## config.mk

```make
export PLATFORM = sky130hd
export DESIGN_NAME = pipe_hazard_ctrl
export DESIGN_NICKNAME = d
export VERILOG_FILES = /design/src/rtl/pipe_hazard_ctrl.sv
export SDC_FILE = /design/constraint.sdc
export NUM_CORES = 1
export LEC_CHECK = 0
export BUFFER_PORTS_ARGS = -buffer_cell sky130_fd_sc_hd__buf_2
export CAP_MARGIN = 20
export CORE_MARGIN = 10
export CORE_UTILIZATION = 47
export DETAILED_ROUTE_END_ITERATION = 8
export GPL_TIMING_DRIVEN = 0
export PLACE_DENSITY = 0.81
export SLEW_MARGIN = 20
export SYNTH_ARGS = -nofsm -noshare
export SYNTH_HDL_FRONTEND = slang
export SYNTH_SLANG_ARGS = --single-unit
```

## constraint.sdc

```tcl
create_clock -name clk -period 2.6 [get_ports clk]
set_clock_uncertainty 0.05 [all_clocks]
set_input_delay 0.26 -clock clk [delete_from_list [all_inputs] [get_ports clk]]
set_output_delay 0.26 -clock clk [all_outputs]
set_load 0.05 [all_outputs]
```

## src/rtl/pipe_hazard_ctrl.sv

```systemverilog
// Pipeline sequencing controller for the 5-stage MIPS core.
// Every cycle it decides which pipeline registers load, hold or flush.
// It covers load-use bubbles, taken-branch flushes and data-memory wait
// states, and detects a data-memory access that never completes.
// It also keeps a saturating count of the cycles in which the PC was held.
module pipe_hazard_ctrl #(
    parameter int MAX_WAIT = 8,
    parameter int CNT_W    = 16
) (
    input  logic             clk,
    input  logic             rst_n,
    input  logic             pc_init,
    input  logic [4:0]       id_rs,
    input  logic [4:0]       id_rt,
    input  logic             id_uses_rt,
    input  logic [4:0]       ex_rt,
    input  logic             ex_memread,
    input  logic             br_taken,
    input  logic             mem_req,
    input  logic             mem_ack,
    output logic             pc_we,
    output logic             ifid_we,
    output logic             ifid_clr,
    output logic             idex_clr,
    output logic             exmem_we,
    output logic             memwb_clr,
    output logic             mem_timeout,
    output logic [CNT_W-1:0] stall_cnt
);

    typedef enum logic [1:0] {
        ST_RUN,
        ST_MEMWAIT,
        ST_TIMEOUT
    } state_t;

    // Wait counter value on the last wait cycle allowed before a timeout.
    localparam logic [7:0] LP_WAIT_LAST = 8'(MAX_WAIT - 1);

    state_t             r_state;
    state_t             w_nextState;
    logic [7:0]         r_waitCnt;
    logic [7:0]         w_nextWait;
    logic               r_memTimeout;
    logic               w_setTimeout;
    logic [CNT_W-1:0]   r_stallCnt;
    logic               w_ldHz;

    // A load in EX whose destination is read by the instruction in ID.
    // Register 0 is never a real dependency.
    always_comb begin
        w_ldHz = ex_memread && (ex_rt != 5'd0) &&
                 ((ex_rt == id_rs) || (id_uses_rt && (ex_rt == id_rt)));
    end

    // Next-state logic and Mealy load/hold/flush controls.
    // A memory stall beats a load-use bubble, which in turn suppresses a branch flush.
    // The held branch is presented again and serviced once the pipeline moves.
    always_comb begin
        pc_we        = 1'b1;
        ifid_we      = 1'b1;
        exmem_we     = 1'b1;
        ifid_clr     = 1'b0;
        idex_clr     = 1'b0;
        memwb_clr    = 1'b0;
        w_nextState  = r_state;
        w_nextWait   = r_waitCnt;
        w_setTimeout = 1'b0;

        if (pc_init) begin
            ifid_clr    = 1'b1;
            idex_clr    = 1'b1;
            memwb_clr   = 1'b1;
            w_nextState = ST_RUN;
            w_nextWait  = 8'd0;
        end else begin
            case (r_state)
                ST_RUN: begin
                    if (mem_req && !mem_ack) begin
                        pc_we       = 1'b0;
                        ifid_we     = 1'b0;
                        exmem_we    = 1'b0;
                        memwb_clr   = 1'b1;
                        w_nextState = ST_MEMWAIT;
                        w_nextWait  = 8'd1;
                    end else if (w_ldHz) begin
                        pc_we    = 1'b0;
                        ifid_we  = 1'b0;
                        idex_clr = 1'b1;
                    end else if (br_taken) begin
                        ifid_clr = 1'b1;
                    end
                end
                ST_MEMWAIT: begin
                    if (!mem_ack) begin
                        pc_we     = 1'b0;
                        ifid_we   = 1'b0;
                        exmem_we  = 1'b0;
                        memwb_clr = 1'b1;
                        if (r_waitCnt == LP_WAIT_LAST) begin
                            w_nextState  = ST_TIMEOUT;
                            w_setTimeout = 1'b1;
                        end else begin
                            w_nextWait = r_waitCnt + 8'd1;
                        end
                    end else begin
                        w_nextState = ST_RUN;
                        w_nextWait  = 8'd0;
                    end
                end
                ST_TIMEOUT: begin
                    pc_we     = 1'b0;
                    ifid_we   = 1'b0;
                    exmem_we  = 1'b0;
                    memwb_clr = 1'b1;
                end
                default: begin
                    w_nextState = ST_RUN;
                    w_nextWait  = 8'd0;
                end
            endcase
        end
    end

    // State, wait counter, sticky timeout flag and saturating stall counter.
    // A restart clears all of them just as reset does.
    always_ff @(posedge clk or negedge rst_n) begin
        if (!rst_n) begin
            r_state      <= ST_RUN;
            r_waitCnt    <= 8'd0;
            r_memTimeout <= 1'b0;
            r_stallCnt   <= '0;
        end else if (pc_init) begin
            r_state      <= ST_RUN;
            r_waitCnt    <= 8'd0;
            r_memTimeout <= 1'b0;
            r_stallCnt   <= '0;
        end else begin
            r_state   <= w_nextState;
            r_waitCnt <= w_nextWait;
            if (w_setTimeout) begin
                r_memTimeout <= 1'b1;
            end
            if (!pc_we && (r_stallCnt != {CNT_W{1'b1}})) begin
                r_stallCnt <= r_stallCnt + 1'b1;
            end
        end
    end

    assign mem_timeout = r_memTimeout;
    assign stall_cnt   = r_stallCnt;

endmodule

```

==> impl_metrics.py, run 1 <==
metrics = {
    "global_routing": {
        "grt.overflow.total": 0,
        "grt_pass1_wl_microns": 6930,
        "grt_pass1_vias": 1526,
        "antenna_found_initial": 0,
        "grt.total_usage": 0.127,
        "grt_start_max_net_pins": 28,
    },
    "detailed_routing": {
        "detail_route.wirelength_microns": 4200,
        "detail_route.iter0.violations": 103,
        "antenna_left": 0,
        "remaining_drc_errors": 0,
        "routed_wire_length_per_instance_microns": 14.8,
        "vias": 1597,
        "via_per_inst": 5.64,
        "drt-pass1-iter-count": 4,
    },
    "critical_path": {
        "cp_data_arrival_time_ns": 2.59,
        "reg2reg_from": "stall_cnt[0]",
        "crit_path_max_fanout": 10,
        "max_stage_delay_ns": 0.54,
        "worst_setup_path_start_kind": "register",
        "regToRegSetupSlack_ns": 0.24,
        "cp_data_required_time_ns": 2.83,
        "worst_r2r_path_depth": 8,
        "critical_path.top_delay_family": "simple AND/OR/NAND/NOR gates",
        "end_kind": "register",
        "crit_buf_inv": 1,
        "cp-startpoint": "stall_cnt[0]",
        "slowest_cell_on_crit_path": "sky130_fd_sc_hd__or4_2",
        "critPathKind": "register to register",
        "worstReg2RegEnd": "stall_cnt[6]",
        "timing.critical_path.cells": "ha_1 -> and3_1 -> nand4_1 -> o221a_4 -> o21ai_2 -> buf_6 -> or4_2 -> a21oi_1",
    },
    "outcome": {
        "outcome": "completed",
    },
    "synthesis": {
        "mappedNetlistArea_sq_um": 1700,
        "syn-instance-count": 188,
        "net_count_of_the_mapped_netlist": 213,
        "netlist-cell-type-count": 49,
        "synth_simple_gate_area_frac": 0.247,
        "most_common_library_cells_after_synthesis": "27 x sky130_fd_sc_hd__dfrtp_1, 21 x sky130_fd_sc_hd__nand2_1, 17 x sky130_fd_sc_hd__nor2_1",
        "async_reset_ff_frac": 1.00,
        "yosysMostFrequentCell": "sky130_fd_sc_hd__dfrtp_1",
        "synth_area_leader_cell": "sky130_fd_sc_hd__dfrtp_1",
        "compound_gate_fraction_of_synth_area": 0.208,
        "synth_top_flop_cell": "sky130_fd_sc_hd__dfrtp_1",
        "synth_top_family_by_area": "simple AND/OR/NAND/NOR gates",
        "ys_top_cells_by_area": "sky130_fd_sc_hd__dfrtp_1 40%, sky130_fd_sc_hd__xnor2_1 6.7%, sky130_fd_sc_hd__nand2_1 4.6%",
        "post_synth.cell_area_avg_sq_um": 9.06,
        "synth_adder_area_share": 0.0147,
        "ys_warn_count": 0,
        "share_of_synthesized_area_spent_on_multiplexers": 0.0125,
        "synthXorXnorAreaFrac": 0.0771,
        "netlist.area_leader.share": 0.397,
        "ys_seq_area_frac": 0.397,
        "synth-seq-cells": 27,
        "number_of_flops_mapped_to_enable_cells_by_yosys": 0,
    },
    "clock_tree": {
        "cts.path.max_buffers": 2,
        "clock_transition_at_the_register_clock_pins_on_the_worst_setup_and_hold_paths_after_cts_ns": 0.17,
        "cts_max_level": 1,
        "cts.sink_count": 27,
        "cell_chosen_for_the_clock_root": "sky130_fd_sc_hd__clkbuf_4",
        "postCtsResizedCells": 0,
        "tritoncts": "done",
        "cts_buf_count": 3,
        "clock_latency_ns": 0.34,
    },
    "floorplanning": {
        "io_pins": 46,
        "fp-row-count": 21,
        "die_h_microns": 80.2,
        "die-area_sq_um": 6430,
        "coreArea_sq_um": 3420,
        "start_util": 0.499,
        "dieWidth_microns": 80.2,
    },
    "cells_and_area": {
        "layout.area.seq_sq_um": 676,
        "ant_diodes": 0,
        "nFillCells": 311,
        "drive_gt1_frac": 0.283,
        "final-instance-count-excl-fill": 283,
        "layout.nets": 263,
        "area_delta_synth_final_pct": 18.7,
        "multi_input_area_sq_um": 952,
        "postLayoutCoreUtil": 0.592,
    },
    "min_path": {
        "hold_path_class": "primary input to register",
        "worstHoldPathCells": 3,
        "worst_hold_startpoint": "mem_ack",
        "worst_hold_path.endpoint": "r_waitCnt[0]",
    },
    "timing": {
        "grt_setup_unrepaired": "false",
        "relSlewSlack": 0.377,
        "clock.fmax_ghz": 0.423,
        "max_slew.worst_pin.slew_ns": 0.922,
        "hold_viol": 0,
        "layout_setup_ws_ns": 0.238,
        "finalCriticalPeriod_ns": 2.36,
        "totalNegativeSetupSlack_ns": 0,
        "setup_viol_count_final": 0,
        "drv_slew": 0,
        "period_share": 0.908,
    },
    "job": {
        "max-cap-violations": 0,
    },
    "pwr": {
        "power.sequential.fraction": 0.551,
        "ir_drop_v": 0.000169,
        "p_comb_frac": 0.207,
        "cell_internal_pwr_w": 0.000543,
        "p_leak_nw": 0.948,
        "p_per_area_nw_per_um2": 389,
        "share_clk_of_total_power": 0.242,
        "swShare": 0.309,
        "total_switching_power_w": 0.000243,
    },
    "placed_design": {
        "dp_worst_setup_slack_ns": 0.257,
        "placed_cells": 278,
        "portBuffers": 44,
        "place_congestion": 0.904,
        "place.detailed.hpwl_microns": 3300,
    },
}
## sequential cells by signal, summed over array words and instances, names as in the netlist
name / count
r_state: 2
stall_cnt: 16
mem_timeout: 1
r_waitCnt: 8
## logic make-up after synthesis
kind of cell	Yosys count
xor+xnor	15
compound gates	49
mux	2
fa+ha+maj	2
buf+inv	12
simple gates	81
flops	27
## per-layer routing
metal	track usage	vias up	wire (microns)
li1	-	785	-
met1	0.158	755	1740
met2	0.206	55	1970
met3	0.0401	2	468
met4	0.0352	0	13
met5	0	-	0
## worst max path at each step
stage / slack, ns / depth (start not counted) / to
floorplan: 0.05 / 4 / pc_we
CTS: 0.22 / 8 / stall_cnt[6]
detailed placement: 0.26 / 8 / stall_cnt[6]
finish: 0.24 / 8 / stall_cnt[6]
global route: 0.11 / 8 / stall_cnt[6]
global placement: 0.30 / 8 / stall_cnt[6]
## area by class of cell
class / count / share of cell area
clock buffers: 3 / 0.0111
plain buffers: 7 / 0.0279
well taps: 46 / 0.0285
flip-flops and latches: 27 / 0.334
multi-input cells: 149 / 0.471
inverters: 5 / 0.00929
repair buffers: 45 / 0.114
clock inverters: 1 / 0.00372
## tightest hold or removal path: cells and delay by family
| kind | cells | cell delay, ns |
|---|---|---|
| compound gates | 2 | 0.19 |
| buf+inv | 1 | 0.12 |
## power by group through the flow
stage | registers [W] | clock network [W] | logic (W)
global route | 0.000435 | 0.000206 | 0.000177
floorplan | 0.000450 | 0 | 0.0000971
finish | 0.000433 | 0.000190 | 0.000163
detailed placement | 0.000441 | 0 | 0.000162
global placement | 0.000441 | 0 | 0.000159
CTS | 0.000433 | 0.000196 | 0.000164
## layout by cell type (no fill, tap or decap), types with 3 or more instances in the layout
cell type	instances
sky130_fd_sc_hd__xnor2_1	13
sky130_fd_sc_hd__o41ai_1	3
sky130_fd_sc_hd__dfrtp_1	27
sky130_fd_sc_hd__clkbuf_4	3
sky130_fd_sc_hd__nand3_1	11
sky130_fd_sc_hd__or4_2	4
sky130_fd_sc_hd__and3_1	6
sky130_fd_sc_hd__a21o_1	3
sky130_fd_sc_hd__o21ai_0	12
sky130_fd_sc_hd__nor2_1	17
sky130_fd_sc_hd__nand4_1	3
sky130_fd_sc_hd__o31ai_1	4
sky130_fd_sc_hd__inv_1	5
sky130_fd_sc_hd__o211ai_1	3
sky130_fd_sc_hd__a21oi_1	8
sky130_fd_sc_hd__buf_2	46
sky130_fd_sc_hd__o21a_1	4
sky130_fd_sc_hd__nand2_1	21
## through the flow
stage	area (sq um)	hold WS, ns	power, W
6_report	2020	0.230	0.000786
4_1_cts	2020	0.223	0.000794
2_1_floorplan	1700	-0.0856	0.000548
5_1_grt	2020	0.228	0.000818
3_3_place_gp	1980	0.256	0.000600
3_5_place_dp	1980	0.253	0.000603
## what timing repair did
| action | 4_1_cts | 5_1_grt |
|---|---|---|
| endpoints found under the hold margin | 27 | 0 |
| buffers inserted | 0 | 0 |
| hold buffers | 1 | 0 |
Note: power is estimated with default switching activity, not from simulation.
==> run 2: changes to the inputs <==
--- a/config.mk
+++ b/config.mk
@@ -8,10 +8,11 @@
 export BUFFER_PORTS_ARGS = -buffer_cell sky130_fd_sc_hd__buf_2
 export CAP_MARGIN = 20
 export CORE_MARGIN = 10
-export CORE_UTILIZATION = 47
+export CORE_UTILIZATION = 52
 export DETAILED_ROUTE_END_ITERATION = 8
 export GPL_TIMING_DRIVEN = 0
-export PLACE_DENSITY = 0.81
+export PLACE_DENSITY = 0.87
+export RECOVER_POWER = 50
 export SLEW_MARGIN = 20
 export SYNTH_ARGS = -nofsm -noshare
 export SYNTH_HDL_FRONTEND = slang
==> run 2 against run 1 <==
Against the previous run: worst setup slack lost 0.0096 ns; clock power is essentially flat; combinational power is essentially flat; global-route usage grew 1.2 points; critical path type unchanged; largest cell class unchanged; highest routed layer unchanged.
==> impl_metrics.py, run 2 (synthesized netlist as in run 1, its figures left out) <==
metrics = {
    "critical_path": {
        "crit_path_max_fanout": 10,
        "cp_data_required_time_ns": 2.82,
        "end_kind": "register",
        "worst_setup_path_start_kind": "register",
        "critPathKind": "register to register",
        "cp_data_arrival_time_ns": 2.59,
    },
    "cells_and_area": {
        "final_common_cell": "sky130_fd_sc_hd__buf_2",
        "post_route_design_area_sq_um": 2000,
        "mostFrequentLayoutCells": "34 x sky130_fd_sc_hd__buf_2, 27 x sky130_fd_sc_hd__dfrtp_1, 21 x sky130_fd_sc_hd__nand2_1",
        "drive_gt1_frac": 0.228,
        "layout.area.seq_sq_um": 676,
        "layout.nets": 263,
        "largest_reg_flops": 16,
        "nFillCells": 259,
        "ant_diodes": 0,
        "area_delta_synth_final_pct": 17.4,
        "multi_input_area_sq_um": 952,
    },
    "timing": {
        "grt_setup_unrepaired": "false",
        "totalNegativeSetupSlack_ns": 0,
        "clock.fmax_ghz": 0.422,
        "whs_ns": 0.225,
        "hold_viol": 0,
        "relSlewSlack": 0.00936,
        "drv_slew": 0,
        "setup_viol_count_final": 0,
        "finalCriticalPeriod_ns": 2.37,
        "max_slew.worst_pin.slew_ns": 1.49,
        "period_share": 0.912,
    },
    "min_path": {
        "hold_path_class": "primary input to register",
    },
    "pwr": {
        "ir_drop_v": 0.000262,
        "p_per_area_nw_per_um2": 392,
        "p_leak_nw": 0.898,
        "total_power_w": 0.000784,
    },
    "floorplanning": {
        "fp-row-count": 20,
        "io_pins": 46,
        "coreArea_sq_um": 3100,
        "start_util": 0.549,
        "die-area_sq_um": 5960,
        "dieWidth_microns": 77.2,
        "die_h_microns": 77.2,
    },
    "detailed_routing": {
        "via_per_inst": 5.77,
        "remaining_drc_errors": 0,
        "vias": 1622,
        "detail_route.iter0.violations": 107,
        "antenna_left": 0,
        "detail_route.wirelength_microns": 4320,
        "drt-pass1-iter-count": 4,
        "routed_wire_length_per_instance_microns": 15.4,
    },
    "global_routing": {
        "grt_pass1_wl_microns": 7160,
        "grt.met2_usage": 0.231,
        "grt_pass1_vias": 1512,
        "global_route.usage.met1": 0.174,
        "antenna_found_initial": 0,
        "grt.total_usage": 0.139,
        "met3_usage": 0.0350,
        "grt.overflow.total": 0,
        "grt-busiest-layer": "met2",
        "grt_start_max_net_pins": 28,
    },
    "outcome": {
        "outcome": "completed",
    },
    "clock_tree": {
        "cts_max_level": 1,
        "cts.path.max_buffers": 2,
        "clock_transition_at_the_register_clock_pins_on_the_worst_setup_and_hold_paths_after_cts_ns": 0.15,
        "cts.sink_count": 27,
        "tritoncts": "done",
        "clock_latency_ns": 0.33,
        "cell_chosen_for_the_clock_root": "sky130_fd_sc_hd__clkbuf_4",
        "cts_setup_buffers": 0,
        "cts_buf_count": 3,
    },
    "placed_design": {
        "dpl-instance-area_sq_um": 1980,
        "portBuffers": 44,
        "place_congestion": 0.828,
        "place.detailed.hpwl_microns": 3330,
    },
    "job": {
        "max-cap-violations": 0,
    },
}
==> run 2: changes by cell type in the layout (fill, tap and decap cells not counted), sizes merged <==
| cell | delta |
|---|---|
| clkinvlp | -1 |
| clkbuf | +13 |
| buf | -12 |
==> run 2: timing repair <==
item / 4_1_cts / 5_1_grt
hold buffers: 1 / 0
setup endpoints to repair: 0 / 0
resized for setup: 0 / 0
hold endpoints to repair: 27 / 0
==> run 2: final timing paths <==
kind	startpoint	end	slack (ns)	cells past startpoint
min	mem_ack	r_waitCnt[0]	0.23	3
max reg2reg	stall_cnt[0]	stall_cnt[6]	0.23	8
min in group asynchronous	rst_n	stall_cnt[10]	0.76	2
min reg2reg	r_waitCnt[7]	r_waitCnt[7]	0.46	1
max in group asynchronous	rst_n	r_waitCnt[4]	0.88	2
max	stall_cnt[0]	stall_cnt[6]	0.23	8
==> run 2: final cells by class <==
cell class	instances	area share
Buffer	7	0.0282
Clock buffer	4	0.0131
Inverter	5	0.00939
Multi-Input combinational cell	149	0.476
Sequential cell	27	0.338
Tap cell	44	0.0275
Timing Repair Buffer	45	0.108
==> run 2: through the flow <==
stage               instances  worst slack, ns   util
finish                    281            0.229  0.644
global route              281           0.0963  0.644
CTS                       281            0.227  0.649
detailed placement        276            0.264  0.638
global placement          276            0.318  0.638
floorplan                 188           0.0482      -
==> run 2: routing by layer <==
| layer | share of wire | vias to the layer above |
|---|---|---|
| met3 | 0.057 | 6 |
| li1 | - | 789 |
| met1 | 0.47 | 778 |
| met2 | 0.46 | 49 |
| met5 | 0 | - |
| met4 | 0.011 | 0 |
==> run 2: power by group <==
part / leakage (nW) / total, W / switching [W] / internal [W]
Clock: 0.0150 / 0.000188 / 0.000127 / 0.0000602
Sequential: 0.374 / 0.000434 / 0.00000767 / 0.000426
Combinational: 0.509 / 0.000163 / 0.000105 / 0.0000579
==> run 2: worst max-delay path, cell delays in order, from the launching register on <==
cell,delay (ns)
sky130_fd_sc_hd__dfrtp_1,0.47
sky130_fd_sc_hd__ha_1,0.27
sky130_fd_sc_hd__and3_1,0.20
sky130_fd_sc_hd__nand4_1,0.15
sky130_fd_sc_hd__o221a_4,0.25
sky130_fd_sc_hd__o21ai_2,0.08
sky130_fd_sc_hd__buf_6,0.15
sky130_fd_sc_hd__or4_2,0.53
sky130_fd_sc_hd__a21oi_1,0.15
